### config.mk
export PLATFORM = sky130hd
export DESIGN_NAME = mem_arbiter
export DESIGN_NICKNAME = d
export VERILOG_FILES = /design/src/rtl/mem_arbiter.sv
export SDC_FILE = /design/constraint.sdc
export NUM_CORES = 1
export LEC_CHECK = 0
export CAP_MARGIN = 10
export CELL_PAD_IN_SITES_DETAIL_PLACEMENT = 1
export CELL_PAD_IN_SITES_GLOBAL_PLACEMENT = 1
export CORE_MARGIN = 4
export CORE_UTILIZATION = 22
export CTS_CLUSTER_SIZE = 12
export DETAILED_ROUTE_END_ITERATION = 12
export PLACE_DENSITY = 0.95
export SYNTH_ARGS = -nofsm -noshare
export SYNTH_HDL_FRONTEND = slang
export SYNTH_SLANG_ARGS = --single-unit
### constraint.sdc
create_clock -name clk -period 3.5 [get_ports clk]
set_clock_uncertainty 0.15 [all_clocks]
set_input_delay 0.525 -clock clk [delete_from_list [all_inputs] [get_ports clk]]
set_output_delay 0.525 -clock clk [all_outputs]
set_load 0.02 [all_outputs]
### src/rtl/mem_arbiter.sv
// mem_arbiter: shares one single-port memory between fetch,
// data and debug requesters, with configurable wait states.
module mem_arbiter #(
  parameter int ADDR_W   = 32,
  parameter int DATA_W   = 32,
  parameter int WAIT_CYC = 1
) (
  input  logic              clk,
  input  logic              reset,
  input  logic              if_req,
  input  logic [ADDR_W-1:0] if_addr,
  output logic              if_ack,
  input  logic              d_req,
  input  logic              d_we,
  input  logic [ADDR_W-1:0] d_addr,
  input  logic [DATA_W-1:0] d_wdata,
  output logic              d_ack,
  input  logic              dbg_req,
  input  logic              dbg_we,
  input  logic [ADDR_W-1:0] dbg_addr,
  input  logic [DATA_W-1:0] dbg_wdata,
  output logic              dbg_ack,
  output logic [DATA_W-1:0] rdata,
  output logic              mem_en,
  output logic              mem_we,
  output logic [ADDR_W-1:0] mem_addr,
  output logic [DATA_W-1:0] mem_wdata,
  input  logic [DATA_W-1:0] mem_rdata,
  output logic [1:0]        owner,
  output logic              busy
);

  typedef enum logic [1:0] {
    IDLE,
    ACCESS,
    ACK
  } state_t;

  localparam logic [3:0] WAIT_LD = 4'(WAIT_CYC);

  state_t      state;
  state_t      state_n;
  logic [3:0]  wcnt;
  logic        last_dbg;
  logic [1:0]  grant;
  logic        sel_we;
  logic        last_cyc;

  // Pick the next grantee: D beats IF, DBG alternates with CPU.
  always_comb begin
    grant = 2'd0;
    if (dbg_req && (!(if_req || d_req) || !last_dbg))
      grant = 2'd3;
    else if (d_req)
      grant = 2'd2;
    else if (if_req)
      grant = 2'd1;
  end

  // Route the owner's address/data onto the memory bus.
  always_comb begin
    sel_we    = 1'b0;
    mem_addr  = '0;
    mem_wdata = '0;
    if (state == ACCESS) begin
      unique case (owner)
        2'd1: mem_addr = if_addr;
        2'd2: begin
          mem_addr  = d_addr;
          mem_wdata = d_wdata;
          sel_we    = d_we;
        end
        2'd3: begin
          mem_addr  = dbg_addr;
          mem_wdata = dbg_wdata;
          sel_we    = dbg_we;
        end
        default: ;
      endcase
    end
  end

  assign last_cyc = (state == ACCESS) && (wcnt == '0);
  assign mem_en   = (state == ACCESS);
  assign mem_we   = last_cyc && sel_we;
  assign busy     = (state != IDLE);
  assign if_ack   = (state == ACK) && (owner == 2'd1);
  assign d_ack    = (state == ACK) && (owner == 2'd2);
  assign dbg_ack  = (state == ACK) && (owner == 2'd3);

  // Next state: grant from IDLE, count waits, ack, back to IDLE.
  always_comb begin
    state_n = state;
    unique case (state)
      IDLE:    if (grant != 2'd0) state_n = ACCESS;
      ACCESS:  if (wcnt == '0) state_n = ACK;
      ACK:     state_n = IDLE;
      default: state_n = IDLE;
    endcase
  end

  // State, wait counter, grant bookkeeping and read capture.
  always_ff @(posedge clk or negedge reset) begin
    if (!reset) begin
      state    <= IDLE;
      wcnt     <= '0;
      last_dbg <= 1'b0;
      owner    <= 2'd0;
      rdata    <= '0;
    end else begin
      state <= state_n;
      if (state == IDLE && grant != 2'd0) begin
        owner    <= grant;
        wcnt     <= WAIT_LD;
        last_dbg <= (grant == 2'd3);
      end
      if (state == ACCESS && wcnt != '0)
        wcnt <= wcnt - 4'd1;
      if (last_cyc && !sel_we)
        rdata <= mem_rdata;
    end
  end

endmodule
Word level (Yosys, flattened, before mapping)
Index checks and enable logic that the tools add are counted.
{"block": "totals", "output_inout_bits": 104, "register_bits": 41}
{"block": "op_classes", "n_reduce_logical": 21, "add_sub_neg": 1, "n_eq_ne": 8, "mux": 14}
{"op": "$pmux W32 S3", "n": 1}
{"op": "$mux W32", "n": 2}
{"op": "$pmux W32 S2", "n": 1}
{"op": "$logic_and A1 B1 Y1", "n": 9}
{"op": "$eq A2 B2 Y1 const B", "n": 4}
{"op": "$mux W2", "n": 4}
{"op": "$mux W4", "n": 2}
{"op": "$reduce_bool A2 Y1", "n": 3}
{"op": "$eq A2 B1 Y1 const B", "n": 2}
{"op": "$logic_not A4 Y1", "n": 1}
{"op": "$pmux W2 S2", "n": 1}
{"op": "$reduce_bool A4 Y1", "n": 1}
{"op": "$sub A4 B1 Y4 const B", "n": 1}
{"op": "$logic_not A1 Y1", "n": 3}
{"op": "$logic_not A2 Y1", "n": 1}
{"op": "$logic_or A1 B1 Y1", "n": 2}
{"op": "$mux W1", "n": 2}
{"op": "$ne A2 B1 Y1 const B", "n": 1}
{"op": "$ne A2 B2 Y1 const B", "n": 1}
{"op": "$pmux W1 S2", "n": 1}
{"op": "$reduce_and A2 Y1", "n": 1}

Longest topological paths before layout
{"block": "depth", "ltp_word": 9, "depth_mapped": 6, "depth_no_buf": 5}

Worst setup path before layout
Ideal clock, no wire load.
{"block": "synth_timing", "path_type": "register -> output", "startpoint": "register owner[0]", "endpoint": "output d_ack", "path_buffers": 3, "path_slack_ns": 1.040, "stages_incl_launch_ff": 5, "arrival_time_ns": 1.785, "cell_sequence": "dfrtp_1 -> buf_2 -> buf_2 -> buf_2 -> nor4b_1"}
{"block": "synth_via", "elab_chain_cells": 2}
{"item": "start, declared", "line_no": "29", "text": "output logic [1:0] owner,"}
{"item": "start signal, assigned", "line_no": "113", "text": "owner <= grant;"}
{"item": "$eq A2 B2 Y1", "line_no": "88", "text": "assign d_ack = (state == ACK) && (owner == 2'd2);"}
{"item": "$logic_and A1 B1 Y1", "line_no": "88"}
{"item": "end, declared", "line_no": "17", "text": "output logic d_ack,"}
No other way between the ends.

Worst setup path in the final report
{"block": "layout_timing", "startpoint": "register state[1]", "endpoint": "output mem_wdata[7]"}
{"block": "layout_via", "elab_chain_cells": 2}
{"item": "start, declared", "line_no": "41", "text": "state_t state;"}
{"item": "start signal, assigned", "line_no": "111", "text": "state <= state_n;"}
{"item": "$eq A2 B1 Y1", "line_no": "65", "text": "if (state == ACCESS) begin"}
{"item": "$mux W32", "line_no": "65"}
{"item": "end, declared", "line_no": "27", "text": "output logic [DATA_W-1:0] mem_wdata,"}
No other way between the ends.

==> results.md <==
- Final std cells w/o fill: 772
- Post-synth ARST share: 100%
- First-pass GRT wire length: 22.4 mm
- Area share of the largest cell type after synthesis: 33.3%
- H-tree levels: 2
- LEAKAGE: 0.00270 uW
- Seq/Total Area, Yosys: 33.3%
- Final worst-path cycle share: 88.6%
- Die Span Y: 126 um
- Leading register cell type out of synthesis: dfrtp_1
- CTS root buffer: clkbuf_16
- Worst slew margin: 38.9%
- Die area: 0.0159 sq mm
- Cell-internal power: 3210 uW
- Die W: 126 um
- Crit-path leading delay family: buffers and inverters
- CTS tree: done
- Inst Count DP: 764
- Post-route setup TNS: 0 ns
- HPWL after DPL: 12.4 mm
- Cts hold-fix bufs: 0
- Via count: 3518
- Clock network power share: 9.1%
- Fin nets: 795
- Setup crit start: state[1]$_DFFE_PN0P_
- Final Hold Fails: 0
- Pin count of the biggest net entering global routing: 47
- Clk buf depth: 2
- Largest area contributor in the netlist: dfrtp_1
- Num rows: 42
- Antenna Nets Post-Route: 0
- GPL Wtd Cong: 0.865
- Dpl ws: 0.693 ns
- TritonCTS buffer count: 5
- Routed len/inst: 19.2 um
- Area Overhead vs Synth: 109%
- CP Buf/Inv Count: 4
- Clock latency on the worst-skew pair: 0.28 ns
- Max VDD drop: 0.327 mV
- Total GRT Usage: 17.6%
- Logic pwr share: 75.0%
- Sw Pwr: 2490 uW
- Max Cap Viol: 0
- Initial antenna violation count: 0
- DRC Markers: 0
- Synth top area cells: dfrtp_1, mux2_4, mux2_2, mux2i_1, nor2_1
- Post-synthesis average cell area: 10.2 sq um
- Iteration-0 DRC Markers: 131
- Register bit total from synthesis: 41
- Most frequent cells after synthesis: nor2_1, dfrtp_1, mux2_2, a22oi_1, mux2i_1
- Share of layout cells above drive strength 1: 14.8%
- Number of diodes: 0
- Fin crit period: 3.10 ns
- Overall routed net length: 14.8 mm
- CP Data Required Time: 2.82 ns
- Slowest cell on crit path: clkdlybuf4s50_1
- Worst EP arrival: 2.43 ns
- Vias in the first global route: 4011
- Fin. max-slew vios: 0
- I/O pin cnt: 303
- Syn Inst Count: 303
- Aggregate global routing overflow: 0
- Slew @ Worst Pin: 0.917 ns
- Worst R2R Path Depth: 6
- PnR worst setup slack: 0.400 ns
- CP max FO: 32
- Power Density: 886 mW/mm^2
- CTS resizes: 0
- Post-Syn Area: 0.00308 sq mm
- Post-synth EDFFs: 0
- IO Port Bufs: 302
- Total Power: 5710 uW
- Top-count cell post-synth: nor2_1
- DR pass1 iterations: 4
- Syn Nets: 503
- Number of synthesis warnings: 0
- Hold Path Class: in -> async
- Crit path largest cell delay: 0.63 ns
- Initial core utilization: 22.9%
- Sequential power share: 15.9%
- Fmax: 323 MHz
- R2R Path Start: wcnt[0]$_DFFE_PN0P_
- Unrepaired setup endpoints after global routing: no
- Cell mode on critical path: buf_4
- Core Region: 0.0135 sq mm
- Critical path class: reg -> out
- Switching Share: 43.7%
- Clock slew at reported path FFs: 0.06 ns
- Startpoint Class: flip-flop
- Setup-failing EPs final: 0
- Critical path endpoint category: primary output
- CTS sink count: 41
- Cell count along the critical path: 7
- Via density: 4.56
- Unique masters post-synth: 33
- Worst-path cell chain: nand2b_1, buf_4, inv_1, nand2_1, buf_4, nor2_1, clkdlybuf4s50_1
- Final hold slack: 0.234 ns
- # Post-CTS Setup Buffers: 0
- Status: finished clean
per-stage QoR:
stage	utilization, %	cell area, sq um
after floorplan	-	3080
after global placement	46.6	6270
after detailed placement	46.6	6270
after CTS	47.9	6440
after global routing	47.9	6440
final	47.9	6440
final cells by class:
cell class	count	area [sq um]
Clock inverter	3	46.3
Tap cell	176	220
Clock buffer	5	125
Timing Repair Buffer	311	3100
Multi-Input combinational cell	228	1890
Fill cell	1514	7010
Inverter	8	30.0
Sequential cell	41	1030
sequential cells by signal (all words and copies together) (netlist names):
register	flops
last_dbg	1
owner	2
rdata	32
state	2
wcnt	4
worst paths after layout:
check / to / slack (ns)
setup / recovery: mem_wdata[7] / 0.40
hold / removal: rdata[22]$_DFFE_PN0P_ / 0.23
setup reg to reg: rdata[17]$_DFFE_PN0P_ / 1.00
hold reg to reg: rdata[31]$_DFFE_PN0P_ / 0.36
max in group asynchronous: owner[0]$_DFFE_PN0P_ / 2.29
min in group clk: rdata[31]$_DFFE_PN0P_ / 0.36
worst register-to-register path: stages (launching register included):
cell and delay, ns:
dfrtp_1 0.40, inv_1 0.09, ha_1 0.18, or3b_4 0.43, a211oi_4 0.21, buf_4 0.50
mux2_2 0.44
power by group through the flow:
| stage | sequential (uW) | clock [uW] | combinational [uW] |
|---|---|---|---|
| after floorplan | 1110 | 0 | 2160 |
| after global placement | 890 | 0 | 4180 |
| after detailed placement | 917 | 0 | 4300 |
| after CTS | 910 | 539 | 4330 |
| after global routing | 942 | 560 | 4540 |
| final | 908 | 520 | 4280 |
layer usage:
metal  GRT usage, %  part of all wire (%)  vias to the layer above
li1               -                     -                     1660
met1           18.8                    37                     1665
met2           33.9                    54                      176
met3           5.38                   7.4                       17
met4           3.60                   1.5                        0
met5              0                     0                        -
cell families (layout without fill, tap and decap cells):
family	Yosys count	in the layout	share of synthesized area, %
xor+xnor	1	1	0.285
flops	41	41	33.3
mux	97	97	38.0
simple gates	83	83	11.6
compound gates	46	46	11.2
fa+ha+maj	1	1	0.406
buf+inv	34	327	5.20
cells in the final DEF (no fill, tap or decap), types with 2 or more instances in the layout:
cell type        synthesis  layout
clkdlybuf4s50_1          0     301
nor2_1                  68      68
dfrtp_1                 41      40
mux2_2                  34      34
a22oi_1                 32      32
mux2i_1                 32      32
mux2_4                  31      31
inv_1                    8       8
buf_4                    0       8
clkbuf_16                0       5
a21oi_1                  4       4
o21ai_0                  3       3
nand2b_1                 2       2
nand2_1                  2       2
nor3_1                   2       2
o2bb2ai_1                2       2
No activity file was read; power rests on OpenSTA's default activity.
